**config.mk**
```make
export PLATFORM = sky130hd
export DESIGN_NAME = key_event_scanner
export DESIGN_NICKNAME = d
export VERILOG_FILES = /design/src/rtl/key_event_scanner.sv
export SDC_FILE = /design/constraint.sdc
export NUM_CORES = 1
export LEC_CHECK = 0
export BUFFER_PORTS_ARGS = -buffer_cell sky130_fd_sc_hd__buf_2
export CAP_MARGIN = 20
export CORE_ASPECT_RATIO = 1.75
export CORE_MARGIN = 10
export CORE_UTILIZATION = 30
export CTS_CLUSTER_SIZE = 25
export DETAILED_ROUTE_END_ITERATION = 7
export PLACE_DENSITY = 0.44
export REMOVE_ABC_BUFFERS = 1
export SLEW_MARGIN = 30
export SYNTH_ARGS = -nofsm -noshare
export SYNTH_HDL_FRONTEND = slang
export SYNTH_SLANG_ARGS = --single-unit
```
**constraint.sdc**
```tcl
create_clock -name sys_clk -period 4.1 [get_ports sys_clk]
set_clock_uncertainty 0.2 [all_clocks]
set_input_delay 0.205 -clock sys_clk [delete_from_list [all_inputs] [get_ports sys_clk]]
set_output_delay 0.205 -clock sys_clk [all_outputs]
set_load 0.01 [all_outputs]
```
**src/rtl/key_event_scanner.sv**
```systemverilog
// Debounced key scanner: picks the lowest pressed key, qualifies it, emits its index over
// valid/ready, drives lamp feedback (blink or latching toggle) and waits for a clean release.
module key_event_scanner #(
    parameter int unsigned NUM_KEYS        = 40,
    parameter int unsigned IDX_W           = 6,
    parameter int unsigned ACTIVE_LOW      = 1,
    parameter int unsigned DEBOUNCE_CYCLES = 5_000_000,
    parameter int unsigned BLINK_CYCLES    = 6_000_000,
    parameter int unsigned BLINK_TOGGLES   = 4,
    parameter int unsigned LAMP_MODE       = 0,
    parameter int unsigned CNT_W           = 26
) (
    input  logic                sys_clk,
    input  logic                rst,
    input  logic [NUM_KEYS-1:0] keys_in,
    output logic                evt_valid,
    input  logic                evt_ready,
    output logic [IDX_W-1:0]    evt_key,
    output logic [NUM_KEYS-1:0] lamp,
    output logic                busy
);

    localparam int unsigned TGL_W = (BLINK_TOGGLES < 2) ? 1 : $clog2(BLINK_TOGGLES + 1);
    localparam logic [CNT_W-1:0] DEB_LAST = CNT_W'(DEBOUNCE_CYCLES - 1);
    localparam logic [CNT_W-1:0] BLK_LAST = CNT_W'(BLINK_CYCLES - 1);
    localparam logic [TGL_W-1:0] TGL_LAST =
        TGL_W'((BLINK_TOGGLES == 0) ? 0 : BLINK_TOGGLES - 1);
    localparam logic [NUM_KEYS-1:0] NOT_PRESSED = (ACTIVE_LOW != 0) ? '1 : '0;
    localparam logic [NUM_KEYS-1:0] ONE_HOT0    = {{(NUM_KEYS-1){1'b0}}, 1'b1};

    typedef enum logic [2:0] {
        StIdle,
        StDebounce,
        StEmit,
        StBlink,
        StWaitRel
    } state_e;

    state_e              r_state, w_state_nxt;
    logic [NUM_KEYS-1:0] r_sync1, r_sync2;
    logic [NUM_KEYS-1:0] w_pressed, w_idx_onehot;
    logic [NUM_KEYS-1:0] r_lamp, w_lamp_nxt;
    logic [IDX_W-1:0]    r_idx, w_idx_nxt, w_lowest;
    logic [CNT_W-1:0]    r_timer, w_timer_nxt;
    logic [TGL_W-1:0]    r_tgl, w_tgl_nxt;
    logic                w_any, w_cur;

    assign w_pressed    = (ACTIVE_LOW != 0) ? ~r_sync2 : r_sync2;
    assign w_any        = |w_pressed;
    assign w_idx_onehot = ONE_HOT0 << r_idx;
    // Captured key's current level, masked rather than indexed so any IDX_W is legal
    assign w_cur        = |(w_pressed & w_idx_onehot);

    always_comb begin
        w_lowest = '0;
        for (int i = int'(NUM_KEYS) - 1; i >= 0; i--) begin
            if (w_pressed[i]) begin
                w_lowest = IDX_W'(i);
            end
        end
    end

    always_comb begin
        w_state_nxt = r_state;
        w_idx_nxt   = r_idx;
        w_timer_nxt = r_timer;
        w_tgl_nxt   = r_tgl;
        w_lamp_nxt  = r_lamp;
        case (r_state)
            StIdle: begin
                if (w_any) begin
                    w_idx_nxt   = w_lowest;
                    w_timer_nxt = '0;
                    w_state_nxt = StDebounce;
                end
            end
            StDebounce: begin
                if (!w_cur) begin
                    w_state_nxt = StIdle;
                end else if (r_timer == DEB_LAST) begin
                    w_state_nxt = StEmit;
                end else begin
                    w_timer_nxt = r_timer + 1'b1;
                end
            end
            StEmit: begin
                if (evt_ready) begin
                    w_timer_nxt = '0;
                    w_tgl_nxt   = '0;
                    if (LAMP_MODE != 0) begin
                        w_lamp_nxt  = r_lamp ^ w_idx_onehot;
                        w_state_nxt = StWaitRel;
                    end else if (BLINK_TOGGLES != 0) begin
                        w_state_nxt = StBlink;
                    end else begin
                        w_state_nxt = StWaitRel;
                    end
                end
            end
            StBlink: begin
                if (r_timer == BLK_LAST) begin
                    w_lamp_nxt  = r_lamp ^ w_idx_onehot;
                    w_timer_nxt = '0;
                    w_tgl_nxt   = r_tgl + 1'b1;
                    if (r_tgl == TGL_LAST) begin
                        w_state_nxt = StWaitRel;
                    end
                end else begin
                    w_timer_nxt = r_timer + 1'b1;
                end
            end
            StWaitRel: begin
                // Any bounce back to pressed restarts the release qualification
                if (w_cur) begin
                    w_timer_nxt = '0;
                end else if (r_timer == DEB_LAST) begin
                    w_state_nxt = StIdle;
                end else begin
                    w_timer_nxt = r_timer + 1'b1;
                end
            end
            default: begin
                w_state_nxt = StIdle;
            end
        endcase
    end

    always_ff @(posedge sys_clk) begin
        if (rst) begin
            r_state <= StIdle;
            r_sync1 <= NOT_PRESSED;
            r_sync2 <= NOT_PRESSED;
            r_idx   <= '0;
            r_timer <= '0;
            r_tgl   <= '0;
            r_lamp  <= '0;
        end else begin
            r_state <= w_state_nxt;
            r_sync1 <= keys_in;
            r_sync2 <= r_sync1;
            r_idx   <= w_idx_nxt;
            r_timer <= w_timer_nxt;
            r_tgl   <= w_tgl_nxt;
            r_lamp  <= w_lamp_nxt;
        end
    end

    assign evt_valid = (r_state == StEmit);
    assign evt_key   = r_idx;
    assign lamp      = r_lamp;
    assign busy      = (r_state != StIdle);

endmodule

```
==> results of run 1 <==
-- cell families (layout without fill, tap and decap cells) --
logic type	after synthesis	in the layout	synth area share (%)
compound gates	159	159	15.0
xor+xnor	32	32	3.92
fa+ha+maj	3	3	0.526
buf+inv	74	215	4.68
flops	158	158	44.3
mux	14	14	2.00
simple gates	398	398	29.6
-- final cells by class --
cell class	instances	area share, %
clock inverters	10	2.10
clock buffers	21	4.92
multi-input cells	606	40.7
inverters	33	1.38
well taps	304	4.25
repair buffers	151	11.3
flip-flops and latches	158	35.3
-- stage by stage --
| stage | std cells | hold WS [ps] |
|---|---|---|
| 2_1_floorplan | 797 | 74.1 |
| 3_3_place_gp | 1211 | 186 |
| 3_5_place_dp | 1211 | 189 |
| 4_1_cts | 1283 | 73.7 |
| 5_1_grt | 1283 | 81.1 |
| 6_report | 1283 | 60.6 |
-- worst max-delay path, delay by kind of cell (launching register included) --
| kind | cells | cell delay, ps |
|---|---|---|
| AO/OA/AOI/OAI | 5 | 1250 |
| buffers and inverters | 1 | 310 |
| flip-flops | 1 | 750 |
| AND/OR/NAND/NOR | 3 | 1030 |
-- where the power goes --
part	switching (mW)	total, mW	internal, mW
Clock	0.625	1.70	1.08
Combinational	0.238	0.415	0.177
Sequential	0.0523	1.63	1.58
Total	0.915	3.75	2.84
-- sequential cells by signal, indices dropped and copies added, names as in the netlist --
signal	flops
r_sync2	40
evt_key	6
lamp	40
r_state	3
r_tgl	3
r_sync1	40
r_timer	26
-- placed cells by master (no fill, tap or decap), types with 6 or more instances in the layout --
cell             n
nand2b_1         8
nand3_1         32
xor2_1          28
dlygate4sd3_1   41
or3_1           12
or2_2           81
o211ai_1        22
o21ai_0         36
mux2i_1         12
nand4_1         21
a21oi_1         32
buf_2           89
dfxtp_1        158
nor3_1          19
inv_1           32
nor3b_1         11
o2111ai_1        6
a31oi_1         14
nor2_1          81
and3_1           9
buf_4           21
nand2_1         82
clkbuf_16       17
-- worst max path at each step --
stage | end | slack [ps] | depth (start not counted)
finish | r_timer[23]$_SDFFE_PP0P_ | 440 | 9
global route | r_timer[18]$_SDFFE_PP0P_ | 150 | 10
CTS | r_timer[18]$_SDFFE_PP0P_ | 420 | 10
detailed placement | r_timer[23]$_SDFFE_PP0P_ | 430 | 9
global placement | r_timer[18]$_SDFFE_PP0P_ | 530 | 10
floorplan | r_timer[18]$_SDFFE_PP0P_ | 280 | 8
-- per-layer routing --
metal  vias up  GRT usage [%]  wire [um]
met2       111           27.9      12500
li1       3199              -          -
met5         -              0          0
met3        32           3.00        681
met4         0           7.42        670
met1      2978           14.4       8070
-- repair_timing --
item | in CTS | in global routing
hold buffers | 41 | 0
endpoints found under the hold margin | 41 | 0
endpoints found under the setup margin | 0 | 0
==> run summary, run 1 <==
Fin. Hold Viols -> 0
total CTS buffers -> 17
share of cells above drive strength 1 -> 23.4%
DR vias/cell -> 4.93
Relative slew margins -> 53.2%
ANT nets after route -> 0
Hold Crit Class -> primary input to flop
r2r startpoint -> evt_key[2]$_SDFFE_PP0P_
largest net degree at the start of global routing -> 84
placement-stage worst setup slack -> 434 ps
crit path from -> evt_key[2]$_SDFFE_PP0P_
slowest stage delay, CP -> 750 ps
H-tree Lvls -> 4
maximum root-to-sink buffer count -> 2
Fin Setup TNS -> 0 ps
vias in the first global route -> 6434
Synth Flop Type -> dfxtp_1
post-CTS sizing -> 0
clk sinks -> 158
number of diodes -> 0
vias after detailed routing -> 6320
final core utilization -> 38.2%
Detailed Place HPWL -> 16300 um
CTS root buf -> clkbuf_16
Mapped Cells -> 838
slowest CP cell -> dfxtp_1
die area -> 0.0306 mm^2
DRT Pass-1 Iters -> 5
final wirelength -> 21900 um
RePlAce Congestion -> 0.853
share of flip-flops with an asynchronous set or reset -> 0%
distinct cell type count after synthesis -> 71
number of port buffers -> 90
initial core utilization -> 30.5%
Die X -> 137 um
MaxCap Viol Count -> 0
hold depth -> 2
fmax -> 0.273 GHz
IO Pins -> 91
multi-input logic area -> 0.00364 mm^2
register-to-register setup slack -> 440 ps
CTS tree -> done
status -> finished clean
RR Endpoint -> r_timer[23]$_SDFFE_PP0P_
GRT Util Overall -> 14.7%
WHS Endpoint -> lamp[39]$_SDFFE_PP0P_
RSZ-0062 raised after global routing -> false
WL/cell -> 17.1 um
Synth top cells by count -> dfxtp_1, nand2_1, nor2_1, or2_2, o21ai_0
Hold Startpoint -> rst
Critical Path RT -> 4220 ps
Synth area leaders -> dfxtp_1, or2_2, nand2_1
share of the synthesized area in the top cell type -> 44.3%
R2R depth -> 9
dominant cell type by area after synthesis -> dfxtp_1
Pwr per Cell Area -> 419 mW/mm^2
DR iter-0 viols -> 344
peak supply drop -> 295 uV
drt drc -> 0
Tmin final -> 3660 ps
initial antenna violation count -> 0
Seq/Total Area, Yosys -> 44.3%
Fill cells -> 2468
post-CTS setup buffers -> 0
Reg area -> 0.00316 mm^2
Die H -> 224 um
number of enable flip-flop cells after synthesis -> 0
final count of pins violating max slew -> 0
Synth Area per Inst -> 8.52 um^2
WP data arrival -> 3780 ps
total power -> 3.75 mW
clk slew on worst S/H paths -> 60 ps
dpl cell area -> 0.00792 mm^2
CP Max Fanout -> 18
nets@finish -> 1013
total global routing overflow -> 0
warnings from Yosys -> 0
row count -> 74
post-route cell area -> 0.00895 mm^2
Worst setup SP type -> flop
Syn Std Cell Area -> 0.00714 mm^2
WS Path Type -> flop to flop
LEAKAGE -> 3.54 nW
Synth Register Bits -> 158
count leader, synth -> dfxtp_1
worst skew pair latency -> 440 ps
setup ws final -> 440 ps
CP Cell Sequence -> buf_4, nor3b_1, a22oi_1, a21oi_1, or4_4, or3b_1, a311o_1, a32oi_1, o41ai_1
critical path capture point type -> flop
setup violators final -> 0
final period utilization -> 89.3%
first-pass GRT wire length -> 35100 um
Worst-Margin Slew -> 700 ps
area growth from synthesis to layout -> 25.4%
CORE AREA -> 0.0234 mm^2
No activity file was read; power rests on OpenSTA's default activity.
==> run 2: changes to the inputs <==
Settings changed: PLACE_DENSITY 0.44 to 0.46.
Clock period 4.1 ns to 3.3 ns, I/O delays scaled along.
==> run summary, run 2 (same netlist as run 1, synthesis figures left out) <==
status -> finished clean
Fin Setup TNS -> 0 ps (unchanged)
Worst Path Buf+Inv -> 2 (+1)
post-route cell area -> 0.00924 mm^2 (+3.2%)
R2R depth -> 10 (+1)
Pwr per Cell Area -> 497 mW/mm^2 (+19%)
final wirelength -> 22100 um (+0.99%)
first-pass GRT wire length -> 34900 um (-0.57%)
Die H -> 224 um (unchanged)
total power -> 4.59 mW (+22%)
Worst setup SP type -> flop
CTS tree -> done
most common cell after layout, fill and taps aside -> dfxtp_1
initial core utilization -> 30.5% (unchanged)
LEAKAGE -> 3.73 nW (+5.2%)
share of cells above drive strength 1 -> 26.9% (+3.5 points)
Relative slew margins -> 50.4% (-2.9 points)
most frequent cells in the layout -> dfxtp_1, buf_2, nor2_1, nand2_1, or2_2
clk sinks -> 158 (unchanged)
Tmin final -> 3190 ps (-468 ps)
Worst-Margin Slew -> 744 ps (+43.8 ps)
placement-stage worst setup slack -> 86.9 ps (-347 ps)
RSZ-0062 raised after global routing -> true
slowest CP cell -> or4_4
Hold Startpoint -> rst
setup violators final -> 0 (unchanged)
critical path capture point type -> flop
largest net degree at the start of global routing -> 88 (+4.8%)
Critical Path RT -> 3450 ps (-770 ps)
peak supply drop -> 435 uV (+47%)
RePlAce Congestion -> 0.847 (-0.67%)
MaxCap Viol Count -> 0 (unchanged)
setup ws final -> 108 ps (-332 ps)
die area -> 0.0306 mm^2 (unchanged)
H-tree Lvls -> 4 (unchanged)
total CTS buffers -> 17 (unchanged)
number of port buffers -> 90 (unchanged)
slowest stage delay, CP -> 510 ps (-240 ps)
CORE AREA -> 0.0234 mm^2 (unchanged)
number of diodes -> 0 (unchanged)
register-to-register setup slack -> 110 ps (-330 ps)
hold depth -> 4 (+2)
IO Pins -> 91 (unchanged)
area growth from synthesis to layout -> 29.3%
post-CTS setup buffers -> 0 (unchanged)
nets@finish -> 1051 (+3.8%)
r2r startpoint -> evt_key[2]$_SDFFE_PP0P_
delay-heaviest family, CP -> simple AND/OR/NAND/NOR gates
ANT nets after route -> 0 (unchanged)
Detailed Place HPWL -> 16800 um (+3.1%)
final period utilization -> 96.7% (+7.5 points)
DRT Pass-1 Iters -> 4 (-1)
initial antenna violation count -> 0 (unchanged)
row count -> 74 (unchanged)
worst skew pair latency -> 430 ps (about the same)
drt drc -> 0 (unchanged)
WS Path Type -> flop to flop
Hold Crit Class -> primary input to flop
DR vias/cell -> 4.85 (-1.6%)
CP Max Fanout -> 7 (-11)
clk slew on worst S/H paths -> 70 ps (about the same)
WL/cell -> 16.8 um (-1.8%)
WHS Endpoint -> r_timer[0]$_SDFFE_PP0P_
CP Cell Sequence -> buf_4, nor3b_1, o211ai_2, o221ai_1, or4_4, or3b_1, buf_4, o31ai_4, nand2_1, a221oi_2
total global routing overflow -> 0 (unchanged)
DR iter-0 viols -> 309 (-10%)
WP data arrival -> 3340 ps (-440 ps)
CTS root buf -> clkbuf_16
RR Endpoint -> r_timer[21]$_SDFFE_PP0P_
vias in the first global route -> 6555 (+1.9%)
most used cell, CP -> buf_4
Die X -> 137 um (unchanged)
GRT Util Overall -> 14.6% (-0.14 points)
vias after detailed routing -> 6395 (+1.2%)
fmax -> 0.313 GHz (+15%)
crit path from -> evt_key[2]$_SDFFE_PP0P_
final count of pins violating max slew -> 0 (unchanged)
dpl cell area -> 0.00820 mm^2 (+3.6%)
Fin. Hold Viols -> 0 (unchanged)
maximum root-to-sink buffer count -> 2 (unchanged)
[run 2: worst max-delay path by stage]
stage,endpoint,slack [ps],cells past startpoint
finish,r_timer[21]$_SDFFE_PP0P_,110,10
global route,r_timer[21]$_SDFFE_PP0P_,-50,10
CTS,r_timer[21]$_SDFFE_PP0P_,70,10
detailed placement,r_timer[11]$_SDFFE_PP0P_,90,10
global placement,r_timer[3]$_SDFFE_PP0P_,80,10
floorplan,r_timer[18]$_SDFFE_PP0P_,-520,8
[run 2: metrics by stage]
step                util (%)  hold slack, ps  instances
floorplan                  -            34.1        797
global placement        35.0             146       1249
detailed placement      35.0             149       1249
CTS                     39.2             120       1319
global route            39.4             179       1319
finish                  39.4             136       1319
[run 2: per-layer routing]
| layer | GRT usage, % | vias to the layer above | wire length [um] |
|---|---|---|---|
| li1 | - | 3281 | - |
| met1 | 13.6 | 2975 | 8000 |
| met2 | 28.3 | 98 | 12700 |
| met3 | 2.85 | 41 | 612 |
| met4 | 7.76 | 0 | 818 |
| met5 | 0 | - | 0 |
[run 2: area by class of cell]
| type | count | area (um^2) |
|---|---|---|
| inverter | 33 | 124 |
| timing repair buffer | 189 | 1310 |
| sequential | 158 | 3170 |
| clock inverter | 8 | 143 |
| fill | 2400 | 14200 |
| clock buffer | 21 | 440 |
| tap | 304 | 380 |
| multi-input combinational | 606 | 3680 |
[run 2: repair_timing]
item                       4_1_cts  5_1_grt
setup endpoints to repair        0       21
hold buffers                    41        0
resized for setup                0       12
hold endpoints to repair        41        0
[run 2: worst reg2reg max path, delay by kind of cell, from the launching register on]
family / cells / cell delay (ps)
AND/OR/NAND/NOR: 4 / 1190
buffers and inverters: 2 / 350
flip-flops: 1 / 360
AO/OA/AOI/OAI: 4 / 1020
[run 2: power by group]
part	internal, mW	leakage [nW]	switching, mW
combinational	0.262	2.15	0.323
sequential	1.97	1.29	0.0519
clock	1.25	0.283	0.741
total	3.48	3.73	1.12
